File: config.mk
export PLATFORM = sky130hd
export DESIGN_NAME = mem_arb
export DESIGN_NICKNAME = d
export VERILOG_FILES = /design/src/rtl/sisc_pkg.sv /design/src/rtl/mem_arb.sv
export SDC_FILE = /design/constraint.sdc
export NUM_CORES = 1
export LEC_CHECK = 0
export ABC_CLOCK_PERIOD_IN_PS = 1400
export CELL_PAD_IN_SITES_DETAIL_PLACEMENT = 1
export CELL_PAD_IN_SITES_GLOBAL_PLACEMENT = 1
export CORE_MARGIN = 1.5
export CORE_UTILIZATION = 21
export DETAILED_ROUTE_END_ITERATION = 8
export GPL_ROUTABILITY_DRIVEN = 0
export PLACE_DENSITY_LB_ADDON = 0.1
export SKIP_CTS_REPAIR_TIMING = 1
export SLEW_MARGIN = 15
export SYNTH_ARGS = -nofsm -noshare
export SYNTH_HDL_FRONTEND = slang
export SYNTH_SLANG_ARGS = --single-unit
File: constraint.sdc
create_clock -name clk -period 1.4 [get_ports clk]
set_input_delay 0.35 -clock clk [delete_from_list [all_inputs] [get_ports clk]]
set_output_delay 0.35 -clock clk [all_outputs]
set_load 0.1 [all_outputs]
File: src/rtl/sisc_pkg.sv
`default_nettype none
// ============================================================================
// Module      : sisc_pkg
// Description : Shared widths, mem_arb state encoding and arbitration limits.
// Revision    : 1.0  initial release
// ============================================================================
package sisc_pkg;

    localparam int ADDR_W = 16;
    localparam int DATA_W = 32;

    // Consecutive data grants allowed before a waiting fetch must win.
    localparam logic [1:0] STREAK_LIMIT = 2'd2;

    typedef enum logic [1:0] {
        IDLE = 2'd0,
        ACC  = 2'd1,
        RESP = 2'd2
    } arb_state_e;

endpackage : sisc_pkg
`default_nettype wire

File: src/rtl/mem_arb.sv
`default_nettype none
// ============================================================================
// Module      : mem_arb
// Description : Two-port (fetch/data) arbiter onto one single-port memory.
// Revision    : 1.0  initial release
// ============================================================================
module mem_arb
    import sisc_pkg::*;
(
    input  logic              clk,
    input  logic              rst_f,
    input  logic              if_req,
    input  logic [ADDR_W-1:0] if_addr,
    output logic              if_ack,
    output logic [DATA_W-1:0] if_rdata,
    input  logic              d_req,
    input  logic              d_we,
    input  logic [ADDR_W-1:0] d_addr,
    input  logic [DATA_W-1:0] d_wdata,
    output logic              d_ack,
    output logic [DATA_W-1:0] d_rdata,
    output logic              m_en,
    output logic              m_we,
    output logic [ADDR_W-1:0] m_addr,
    output logic [DATA_W-1:0] m_wdata,
    input  logic [DATA_W-1:0] m_rdata,
    output logic              busy
);

    arb_state_e        r_state;
    logic              r_grant_d;
    logic [ADDR_W-1:0] r_addr;
    logic              r_we;
    logic [DATA_W-1:0] r_wdata;
    logic [1:0]        r_streak;
    logic              r_m_en;
    logic              r_if_ack;
    logic              r_d_ack;

    logic              w_any_req;
    logic              w_grant_d;

    assign w_any_req = if_req | d_req;
    // Data has priority unless it has already won STREAK_LIMIT times in a row.
    assign w_grant_d = d_req & (~if_req | (r_streak != STREAK_LIMIT));

    always_ff @(posedge clk or negedge rst_f) begin
        if (!rst_f) begin
            r_state   <= IDLE;
            r_grant_d <= 1'b0;
            r_addr    <= '0;
            r_we      <= 1'b0;
            r_wdata   <= '0;
            r_streak  <= 2'd0;
            r_m_en    <= 1'b0;
            r_if_ack  <= 1'b0;
            r_d_ack   <= 1'b0;
        end else begin
            r_m_en   <= 1'b0;
            r_if_ack <= 1'b0;
            r_d_ack  <= 1'b0;
            case (r_state)
                IDLE: begin
                    if (w_any_req) begin
                        r_state   <= ACC;
                        r_m_en    <= 1'b1;
                        r_grant_d <= w_grant_d;
                        if (w_grant_d) begin
                            r_addr  <= d_addr;
                            r_we    <= d_we;
                            r_wdata <= d_wdata;
                            if (r_streak < STREAK_LIMIT) begin
                                r_streak <= r_streak + 2'd1;
                            end
                        end else begin
                            r_addr   <= if_addr;
                            r_we     <= 1'b0;
                            r_wdata  <= '0;
                            r_streak <= 2'd0;
                        end
                    end
                end
                ACC: begin
                    r_state  <= RESP;
                    r_if_ack <= ~r_grant_d;
                    r_d_ack  <= r_grant_d;
                end
                RESP: begin
                    r_state <= IDLE;
                end
                default: begin
                    r_state <= IDLE;
                end
            endcase
        end
    end

    assign m_en    = r_m_en;
    assign m_we    = r_m_en & r_we;
    assign m_addr  = r_addr;
    assign m_wdata = r_wdata;

    // Memory read data only arrives during RESP, so it is steered through, gated by the ack.
    assign if_ack   = r_if_ack;
    assign d_ack    = r_d_ack;
    assign if_rdata = r_if_ack ? m_rdata : '0;
    assign d_rdata  = (r_d_ack & ~r_we) ? m_rdata : '0;

    assign busy = (r_state != IDLE);

endmodule : mem_arb
`default_nettype wire

== Yosys cells after proc, flatten, opt, wreduce, memory -nomap -nowiden ==
Cells that the tools add are included.

* Bits in registers: 57
* Input port bits: 101
* Output and inout port bits: 117
* Word-level logic and storage cells: 40

* Add/subtract/negate cells: 1
* Magnitude comparators: 1
* Equal/unequal tests: 4
* Muxes and demuxes: 13
* Bitwise operators: 8
* Reduce and logical (&&, ||, !) cells: 4

{| class="wikitable"
|+ Operator list
! operator !! number
|-
| 2-to-1 mux 32 bit || 3
|-
| 2-to-1 mux 16 bit || 1
|-
| 2-to-1 mux 2 bit || 3
|-
| 2-to-1 mux 1 bit || 5
|-
| inequality test 2 bit, second input constant || 2
|-
| one-hot mux 2 bit (2 select lines) || 1
|-
| bitwise AND 1 bit || 3
|-
| NOT 1 bit || 3
|-
| AND reduction 3 bit || 1
|-
| adder 2 x 1 -> 2 bit, second input constant || 1
|-
| equality test 2 x 1 -> 1 bit, second input constant || 1
|-
| zero test 2 bit || 1
|-
| less-than comparator 2 bit, second input constant || 1
|-
| inequality test 2 x 1 -> 1 bit, second input constant || 1
|-
| bitwise OR 1 bit || 2
|-
| AND reduction 2 bit || 1
|-
| nonzero test 2 bit || 1
|}

== Longest topological paths before layout ==
Gate-level depths: netlist of the first run.

* Depth after elaboration: 5
* Gate-level depth with buffers: 7
* Gate-level depth less buffers: 5

== Least setup slack after synthesis of the first run ==
OpenSTA, ideal clock, no wires.

* Kind: reg-to-output
* From: reg r_d_ack (netlist: d_ack)
* To: out d_rdata[10]
* Arrival: 2.203 ns
* Data required time: 1.050 ns
* Path slack: -1.153 ns
* Cell stages (with the launch flop): 4
* Buffers on the path: 1
* Cell sequence: dfrtp_1 > nor2b_1 > clkbuf_1 > and2_1

* Word-level cells in the longest chain between the ends: 2

{| class="wikitable"
|+ Ends and longest elaborated chain
! what !! line !! RTL
|-
| start, declared || mem_arb.sv:38 || <nowiki>logic r_d_ack;</nowiki>
|-
| start signal, assigned || mem_arb.sv:86 || <nowiki>r_d_ack <= r_grant_d;</nowiki>
|-
| bitwise AND 1 bit || mem_arb.sv:107 || <nowiki>assign d_rdata = (r_d_ack & ~r_we) ? m_rdata : '0;</nowiki>
|-
| 2-to-1 mux 32 bit || mem_arb.sv:107 ||
|-
| end, declared || mem_arb.sv:21 || <nowiki>output logic [DATA_W-1:0] d_rdata,</nowiki>
|}

No other way between the ends.

== Worst setup path after layout of the first run ==
* From: reg r_we
* To: out d_rdata[12]

* Word-level cells in the longest chain between the ends: 3

{| class="wikitable"
|+ Ends and longest elaborated chain
! what !! line !! RTL
|-
| start, declared || mem_arb.sv:33 || <nowiki>logic r_we;</nowiki>
|-
| start signal, assigned || mem_arb.sv:70 || <nowiki>r_we <= d_we;</nowiki>
|-
| NOT 1 bit || mem_arb.sv:107 ||
|-
| bitwise AND 1 bit || mem_arb.sv:107 ||
|-
| 2-to-1 mux 32 bit || mem_arb.sv:107 ||
|}

No other way between the ends.

==> summary.txt, run 1 <==
Route
  • Initial drt markers: 89
  • DRC errors left: 0
  • Via count: 2996
  • Detailed Routing Iterations Pass 1: 4
  • ANT nets after route: 0
  • Per-cell routed wire length: 20.2 um
  • Final WL: 13.4 mm
  • Drt via density: 4.50

Timing
  • Crit share post-route: 129%
  • Final Hold Violating Endpoints: 0
  • Highest clock rate: 556 MHz
  • Worst slew margin: 78.6%
  • Setup violations, final: 108
  • Period minus WS final: 1.80 ns
  • Worst Skew: 0.00867 ns
  • Final hold slack: 0.0221 ns
  • RSZ-0062 raised after global routing: yes
  • Final WS setup: -0.400 ns
  • Worst-margin pin slew: 0.320 ns
  • Slew Viols, Final: 0

Floorplan
  • Core Box Area: 12700 um2
  • Die width: 118 um
  • Starting Density: 21.7%
  • Full die area: 13800 um2
  • Die height: 118 um
  • Top-Level Pins: 218
  • Cell Rows: 41

Synthesis
  • Sequential-to-total area share from yosys stat: 51.7%
  • Compound-Gate Fraction of Synth Area: 23.7%
  • Adder-Cell Fraction of Synth Area: 0.453%
  • Largest family of logic cells by synthesized area: compound AO/OA/AOI/OAI gates
  • Seq cells post-synth: 57
  • Synth Area in XOR/XNOR: 0%
  • Syn nets: 345
  • Synth warnings: 0
  • Synth unique cells: 25
  • Avg Cell Area, Syn: 11.4 um2
  • Mapped cell area: 2760 um2
  • Multiplexer share of the synthesized area: 0%
  • Simple-Gate Fraction of Synth Area: 19.3%
  • Mapped Cells: 243

GRT
  • Number of global-route vias before repair: 2974
  • First-pass GRT wire length: 18.2 mm
  • GRT Residual Overflow: 0
  • Largest net degree at the start of global routing: 58
  • Initial antenna violation count: 0
  • Gr usage total: 17.0%

Worst setup path
  • CP arrival: 1.45 ns
  • Top Family by Delay on Critical Path: flip-flops
  • Cells along the critical path: nor2b_4, buf_6, and2_4, buf_12
  • Slowest stage delay, CP: 0.41 ns
  • Startpoint Class: flop
  • Worst Path Required: 1.05 ns
  • Slowest cell on crit path: dfrtp_1
  • CP Capture Type: output pin
  • CP bufs+invs: 2
  • Worst-path fanout max: 10
  • CP Class: flop to output pin

Placed design
  • Hpwl dp: 9.32 mm
  • Port bufs: 217
  • Placed instance count: 630
  • Placed cell areas: 6560 um2

Run status
  • Status: finished, violations left
  • Violated checks: setup timing

Cells and area
  • Fill cells: 1245
  • Multi-input gate area: 1500 um2
  • N_diodes: 0
  • Final cell count without fillers: 666
  • Most common cell after layout, fill and taps aside: buf_12
  • Post-Layout Inst Area: 7380 um2
  • Fraction of layout cells with a size suffix above 1: 55.7%
  • Final net count: 591
  • Most frequent cells in the layout: buf_12 (123), clkdlybuf4s50_1 (98), and2_4 (63)
  • Storage cell area: 1440 um2
  • Synthesis-to-layout area growth: 167%
  • Finished Core Util: 58.0%

Clock tree
  • Clock transition at the registers of the reported paths: 0.06 ns
  • Num CTS Buffers: 9
  • Clk sinks: 57
  • Clock latency on the worst-skew pair: 0.33 ns
  • Depth of the CTS H-tree: 3
  • Clk buf depth: 2
  • CTS tree: built
  • CTS Root Cell: clkbuf_16

Job
  • Max_cap viols: 0

Hold path
  • Worst hold path class: primary input to asynchronous set/reset pin
## final cells by class
| class | count | share of cell area, % |
|---|---|---|
| multi-input combinational | 163 | 20.4 |
| tap | 172 | 2.92 |
| timing repair buffer | 254 | 52.3 |
| inverter | 3 | 0.221 |
| clock buffer | 11 | 3.29 |
| sequential | 57 | 19.5 |
| clock inverter | 5 | 1.39 |
| timing repair inverter | 1 | 0.0679 |
## state kept, by name, indices dropped and copies added, names as in the netlist
signal,flops
r_grant_d,1
r_streak,2
m_wdata,32
r_we,1
d_ack,1
if_ack,1
m_en,1
m_addr,16
r_state,2
## kinds of logic after synthesis
| kind of cell | Yosys count |
|---|---|
| AO/OA/AOI/OAI | 71 |
| flip-flops | 57 |
| buffers and inverters | 23 |
| AND/OR/NAND/NOR | 91 |
| adder cells (fa/ha/maj) | 1 |
## metal layers
| layer | GRT usage [%] | wire, um | vias up |
|---|---|---|---|
| met1 | 20.5 | 5230 | 1489 |
| met4 | 4.12 | 145 | 0 |
| met2 | 28.8 | 7140 | 147 |
| met5 | 0 | 0 | - |
| met3 | 6.15 | 909 | 10 |
| li1 | - | - | 1350 |
## Yosys cell counts
| library cell | instances | area (um2) |
|---|---|---|
| a2bb2oi_2 | 8 | 120 |
| nor2_4 | 1 | 11.3 |
| ha_1 | 1 | 12.5 |
| a22o_1 | 33 | 289 |
| a21boi_2 | 1 | 11.3 |
| or2_4 | 1 | 8.76 |
| buf_6 | 5 | 56.3 |
| a2bb2oi_1 | 9 | 78.8 |
| o2bb2ai_1 | 1 | 8.76 |
| inv_1 | 2 | 7.51 |
| a21bo_1 | 1 | 10.0 |
| nor2b_1 | 3 | 18.8 |
| buf_2 | 5 | 25.0 |
| a211oi_1 | 17 | 128 |
| nor2_2 | 1 | 6.26 |
| dfrtp_1 | 57 | 1430 |
| nor2_1 | 1 | 3.75 |
| clkbuf_1 | 9 | 33.8 |
| nor3_1 | 1 | 5.00 |
| nand2_1 | 16 | 60.1 |
| and2_1 | 66 | 413 |
| a21o_1 | 1 | 7.51 |
| inv_6 | 1 | 8.76 |
| or2_1 | 1 | 6.26 |
| buf_1 | 1 | 3.75 |
## worst paths after layout
check	start	endpoint	slack, ns	depth (start not counted)
max	r_we$_DFFE_PN0P_	d_rdata[12]	-0.40	4
min	rst_f	m_addr[8]$_DFFE_PN0P_	0.02	2
max reg2reg	r_state[0]$_DFFE_PN0P_	m_wdata[6]$_DFFE_PN0P_	-0.19	6
min reg2reg	r_grant_d$_DFFE_PN0P_	if_ack$_DFF_PN0_	0.46	1
max in group asynchronous	rst_f	d_ack$_DFF_PN0_	1.08	2
min in group clk	r_grant_d$_DFFE_PN0P_	if_ack$_DFF_PN0_	0.46	1
## through the flow
| step | setup slack, ns | TNS [ns] |
|---|---|---|
| 2_1_floorplan | -0.280 | -13.20 |
| 3_3_place_gp | -0.520 | -30.76 |
| 3_5_place_dp | -0.550 | -32.67 |
| 4_1_cts | -0.444 | -30.19 |
| 5_1_grt | -0.480 | -33.56 |
| 6_report | -0.400 | -27.28 |
Power of run 1 is left out: the tool's default activity adds up to more than one toggle a clock period on the data nets, which glitch-free logic cannot reach.
==> run 2: changes to the inputs <==
CORE_MARGIN = 4   (was 1.5)
==> summary.txt, run 2 (synthesis results as in run 1) <==
Run status
  • Status: finished, violations left (unchanged)
  • Violated checks: setup timing (unchanged)

Timing
  • Final WS setup: -0.372 ns (was -0.400 ns)
  • RSZ-0062 raised after global routing: yes (unchanged)
  • Highest clock rate: 564 MHz (was 556 MHz)
  • Final Hold Violating Endpoints: 0 (unchanged)
  • Worst-margin pin slew: 0.336 ns (was 0.320 ns)
  • Period minus WS final: 1.77 ns (was 1.80 ns)
  • Setup violations, final: 106 (was 108)
  • Worst Skew: 0.00784 ns (was 0.00867 ns)
  • Slew Viols, Final: 0 (unchanged)
  • Worst slew margin: 77.6% (was 78.6%)
  • Crit share post-route: 127% (was 129%)

Floorplan
  • Die height: 123 um (was 118 um)
  • Full die area: 15000 um2 (was 13800 um2)
  • Die width: 123 um (was 118 um)
  • Core Box Area: 12700 um2 (unchanged)
  • Cell Rows: 41 (unchanged)
  • Starting Density: 21.7% (unchanged)
  • Top-Level Pins: 218 (unchanged)

Worst setup path
  • Worst-path fanout max: 32 (was 10)
  • Worst Path Required: 1.05 ns (about the same)
  • Reg-to-reg startpoint: r_state[1]$_DFFE_PN0P_ (was r_state[0]$_DFFE_PN0P_)
  • Flop2flop setup slack: -0.11 ns (was -0.19 ns)
  • CP Capture Type: output pin (unchanged)
  • R2r worst-path depth: 6 (unchanged)
  • Startpoint Class: flop (unchanged)
  • FF-to-FF End: m_wdata[13]$_DFFE_PN0P_ (was m_wdata[6]$_DFFE_PN0P_)
  • CP arrival: 1.42 ns (was 1.45 ns)
  • CP Class: flop to output pin (unchanged)

Route
  • Final WL: 13.1 mm (was 13.4 mm)
  • Drt via density: 4.43 (was 4.50)
  • Per-cell routed wire length: 20.0 um (was 20.2 um)
  • DRC errors left: 0 (unchanged)
  • Via count: 2912 (was 2996)
  • Initial drt markers: 98 (was 89)
  • ANT nets after route: 0 (unchanged)
  • Detailed Routing Iterations Pass 1: 2 (was 4)

GRT
  • Initial antenna violation count: 0 (unchanged)
  • Number of global-route vias before repair: 3126 (was 2974)
  • GRT Residual Overflow: 0 (unchanged)
  • M3 GR Usage: 7.19% (was 6.15%)
  • Gr usage total: 16.0% (was 17.0%)
  • First-pass GRT wire length: 18.4 mm (was 18.2 mm)
  • Largest net degree at the start of global routing: 58 (unchanged)
  • Met2 Resource Use GR: 27.8% (was 28.8%)
  • GR peak layer: met2 (unchanged)
  • GR Util met1: 18.1% (was 20.5%)

Cells and area
  • Synthesis-to-layout area growth: 162% (was 167%)
  • Most frequent cells in the layout: buf_12 (125), clkdlybuf4s50_1 (98), and2_4 (65) (was buf_12 (123), clkdlybuf4s50_1 (98), and2_4 (63))
  • Max FFs per register: 32 (unchanged)
  • Final net count: 583 (was 591)
  • Fraction of layout cells with a size suffix above 1: 55.7% (about the same)
  • N_diodes: 0 (unchanged)
  • Most common cell after layout, fill and taps aside: buf_12 (unchanged)

Clock tree
  • Depth of the CTS H-tree: 3 (unchanged)
  • Clk sinks: 57 (unchanged)
  • CTS Root Cell: clkbuf_16 (unchanged)
  • Num CTS Buffers: 9 (unchanged)
  • Clock transition at the registers of the reported paths: 0.05 ns (was 0.06 ns)
  • CTS tree: built (unchanged)
  • Clock latency on the worst-skew pair: 0.32 ns (was 0.33 ns)
  • Clk buf depth: 2 (unchanged)

Hold path
  • Worst hold path class: primary input to asynchronous set/reset pin (unchanged)

Placed design
  • Setup WS pre-CTS: -0.609 ns (was -0.550 ns)
  • Hpwl dp: 9.79 mm (was 9.32 mm)
  • Port bufs: 217 (unchanged)

Job
  • Max_cap viols: 0 (unchanged)
[run 2: changes by cell type in the layout (fill, tap and decap cells not counted), moves of 3 or more]
cell       previous run  this run
a2bb2oi_1             8         2
clkbuf_16            15        11
a2bb2oi_2             9        15
bufinv_16             3         0
buf_6                 9         6
[run 2: per-layer routing]
layer | vias to the layer above | wire length (um)
li1 | 1333 | -
met3 | 7 | 1280
met5 | - | 0
met1 | 1437 | 4860
met2 | 135 | 6910
met4 | 0 | 100
[run 2: worst max-delay path by stage]
stage,startpoint,end,slack (ns),cells past startpoint
finish,d_ack$_DFF_PN0_,d_rdata[21],-0.37,4
global route,d_ack$_DFF_PN0_,d_rdata[18],-0.44,4
CTS,d_ack$_DFF_PN0_,d_rdata[0],-0.44,4
detailed placement,d_req,m_addr[1]$_DFFE_PN0P_,-0.61,4
global placement,d_req,m_addr[10]$_DFFE_PN0P_,-0.54,4
floorplan,d_ack$_DFF_PN0_,d_rdata[10],-0.28,3
[run 2: through the flow]
| step | utilization, % | TNS, ns | cell area (um2) | std cells | hold WS (ns) |
|---|---|---|---|---|---|
| 4_1_cts | 53.7 | -30.43 | 6830 | 643 | 0.0355 |
| 3_5_place_dp | 51.7 | -33.53 | 6570 | 628 | 0.385 |
| 3_3_place_gp | 51.7 | -31.19 | 6570 | 628 | 0.382 |
| 2_1_floorplan | - | -13.20 | 3020 | 243 | 0.0544 |
| 5_1_grt | 56.8 | -29.11 | 7230 | 657 | 0.0422 |
| 6_report | 56.8 | -23.24 | 7230 | 657 | 0.0153 |
[run 2: final cells by class]
class                   count  area [um2]
clock buffers              11         243
clock inverters             4        20.0
fillers                  1263        5490
inverters                   3        23.8
multi-input cells         163        1540
flip-flops and latches     57        1440
well taps                 172         215
repair buffers            246        3730
repair inverters            1        16.3
[run 2: worst max-delay path, stage by stage (launching register included)]
cell and delay, ns:
dfrtp_4 0.46, nor2b_4 0.14, buf_12 0.16, and2_4 0.17
buf_12 0.16
Power of run 2 is left out for the same reason.
==> RTL edit (settings of run 2) <==
Re-encode `arb_state_e` (3 states) as one-hot, 3 bits wide.
--- a/src/rtl/sisc_pkg.sv
+++ b/src/rtl/sisc_pkg.sv
@@ -12,10 +12,10 @@
     // Consecutive data grants allowed before a waiting fetch must win.
     localparam logic [1:0] STREAK_LIMIT = 2'd2;
 
-    typedef enum logic [1:0] {
-        IDLE = 2'd0,
-        ACC  = 2'd1,
-        RESP = 2'd2
+    typedef enum logic [2:0] {
+        IDLE = 3'b001,
+        ACC  = 3'b010,
+        RESP = 3'b100
     } arb_state_e;
 
 endpackage : sisc_pkg
Function: same outputs for any inputs over 10 cycles, from zero or initial values and one cycle with rst_f low; not proved beyond that.
==> RTL edit against run 2 <==
- the run still ends with setup timing left
- sequential cell count is 1 higher
- register-to-register slack worse by 0.33 ns
- wire length fell by 5.7%
- critical path depth fell by 1
- setup slack lost 0.12 ns
- cell area increased by 0.80%
- clock skew down 0.0030 ns
- largest cell class unchanged
- area after synthesis is essentially flat
- critical path type unchanged
Power is left out: the tool's default activity adds up to more than one toggle a clock period on the data nets, which glitch-free logic cannot reach.
==> RTL edit: results (changes against run 2) <==
Sorting the synthesized cells by area gives the leading types as sky130_fd_sc_hd__dfrtp_1, sky130_fd_sc_hd__and2_1, sky130_fd_sc_hd__mux2_2. The share of cell area taken by flip-flops and latches is 20.09% (+0.20 points). The number of iterations in the first detailed-routing pass was 4 (+2). The share of the yosys chip area belonging to registers is 52.65% (+0.98 points).

The number of cells traversed by the worst register-to-register path is 4 (-2). The number of global-route vias before repair came out at 2,926 (-6.4%). The routed wire length on met2 came out at 6419 um (-7.1%). The met3 wire length is 1254 um (-1.8%). The total track usage came out at 14.65% (-1.4 points). The share of cells above drive strength 1 is 58.35% (+2.7 points). The via density per instance is 4.249 (-4.1%). The arrival time reported for the critical path endpoint came to 1.54 ns (+0.12 ns).

The post-placement worst setup slack came out at -0.5864 ns (+0.02225 ns). The met2 usage in global routing is 24.25% (-3.5 points). The initial antenna violation count is 1 (+1). The peak fanout along the critical path came out at 4 (-88%).

The number of antenna repair diodes came to 1 (+1). The pin count of the biggest net entering global routing is 33 (-43%). The number of fillers in the final layout came out at 1,254 (-0.71%). The final setup violation count came out at 123 (+16%). The number of nets in the layout came out at 570 (-2.2%).

The startpoint identified for the worst register-to-register timing path is r_state[0]. The count of flip-flops and latches is 58 (+1.8%). The global routing met1 resource utilization is 16.50% (-1.6 points). The met3 capacity usage during global routing came to 7.512% (+0.32 points). The flow ran to the end, but the final reports show violations.

The synthesized area per cell was 12.15 um2 (+7.0%). The proportion of cell area spent on the clock network was 4.652% (+1.0 points). The multi-input logic portion of the cell area is 19.78% (-1.6 points). The half-perimeter wire length after placement came to 9195 um (-6.0%).

The final cell count without fillers came out at 646 (-1.7%). The starting DRC count in detailed routing is 52 (-47%). The horizontal extent of the die came out at 122.6 um (about the same). The final reports fail on setup timing. The worst path setup slack after routing came to -0.4948 ns (-0.1232 ns).

The capture point of the worst reg-to-reg path is m_addr[5]. The net count after synthesis is 329 (-4.6%). The routed metal-1 wire length came to 4620 um (-4.9%).

The storage element area is 1464 um2 (+1.8%). The first-pass GRT wire length came out at 16,880 um (-8.1%).
-- RTL edit: changes by cell type after synthesis, moves of 2 or more --
cell / delta
sky130_fd_sc_hd__mux2_2: +32
sky130_fd_sc_hd__a211oi_1: -16
sky130_fd_sc_hd__nand2_1: -15
sky130_fd_sc_hd__a2bb2oi_1: -9
sky130_fd_sc_hd__a2bb2oi_2: -8
sky130_fd_sc_hd__clkbuf_1: -2
sky130_fd_sc_hd__nor2_1: +2
-- RTL edit: worst max-delay path: stages (launching register included) --
cell and delay, ns:
sky130_fd_sc_hd__dfstp_2 0.53, sky130_fd_sc_hd__or3b_4 0.39, sky130_fd_sc_hd__buf_6 0.14, sky130_fd_sc_hd__buf_12 0.15
-- RTL edit: cells by family (layout without fill, tap and decap cells) --
kind of cell	Yosys count	in the layout	synth area share, %
mux	32	32	13.06
simple gates	77	77	17.37
compound gates	38	38	11.84
other cells	0	1	0
buf+inv	21	267	4.626
flops	58	58	52.65
fa+ha+maj	1	1	0.4534
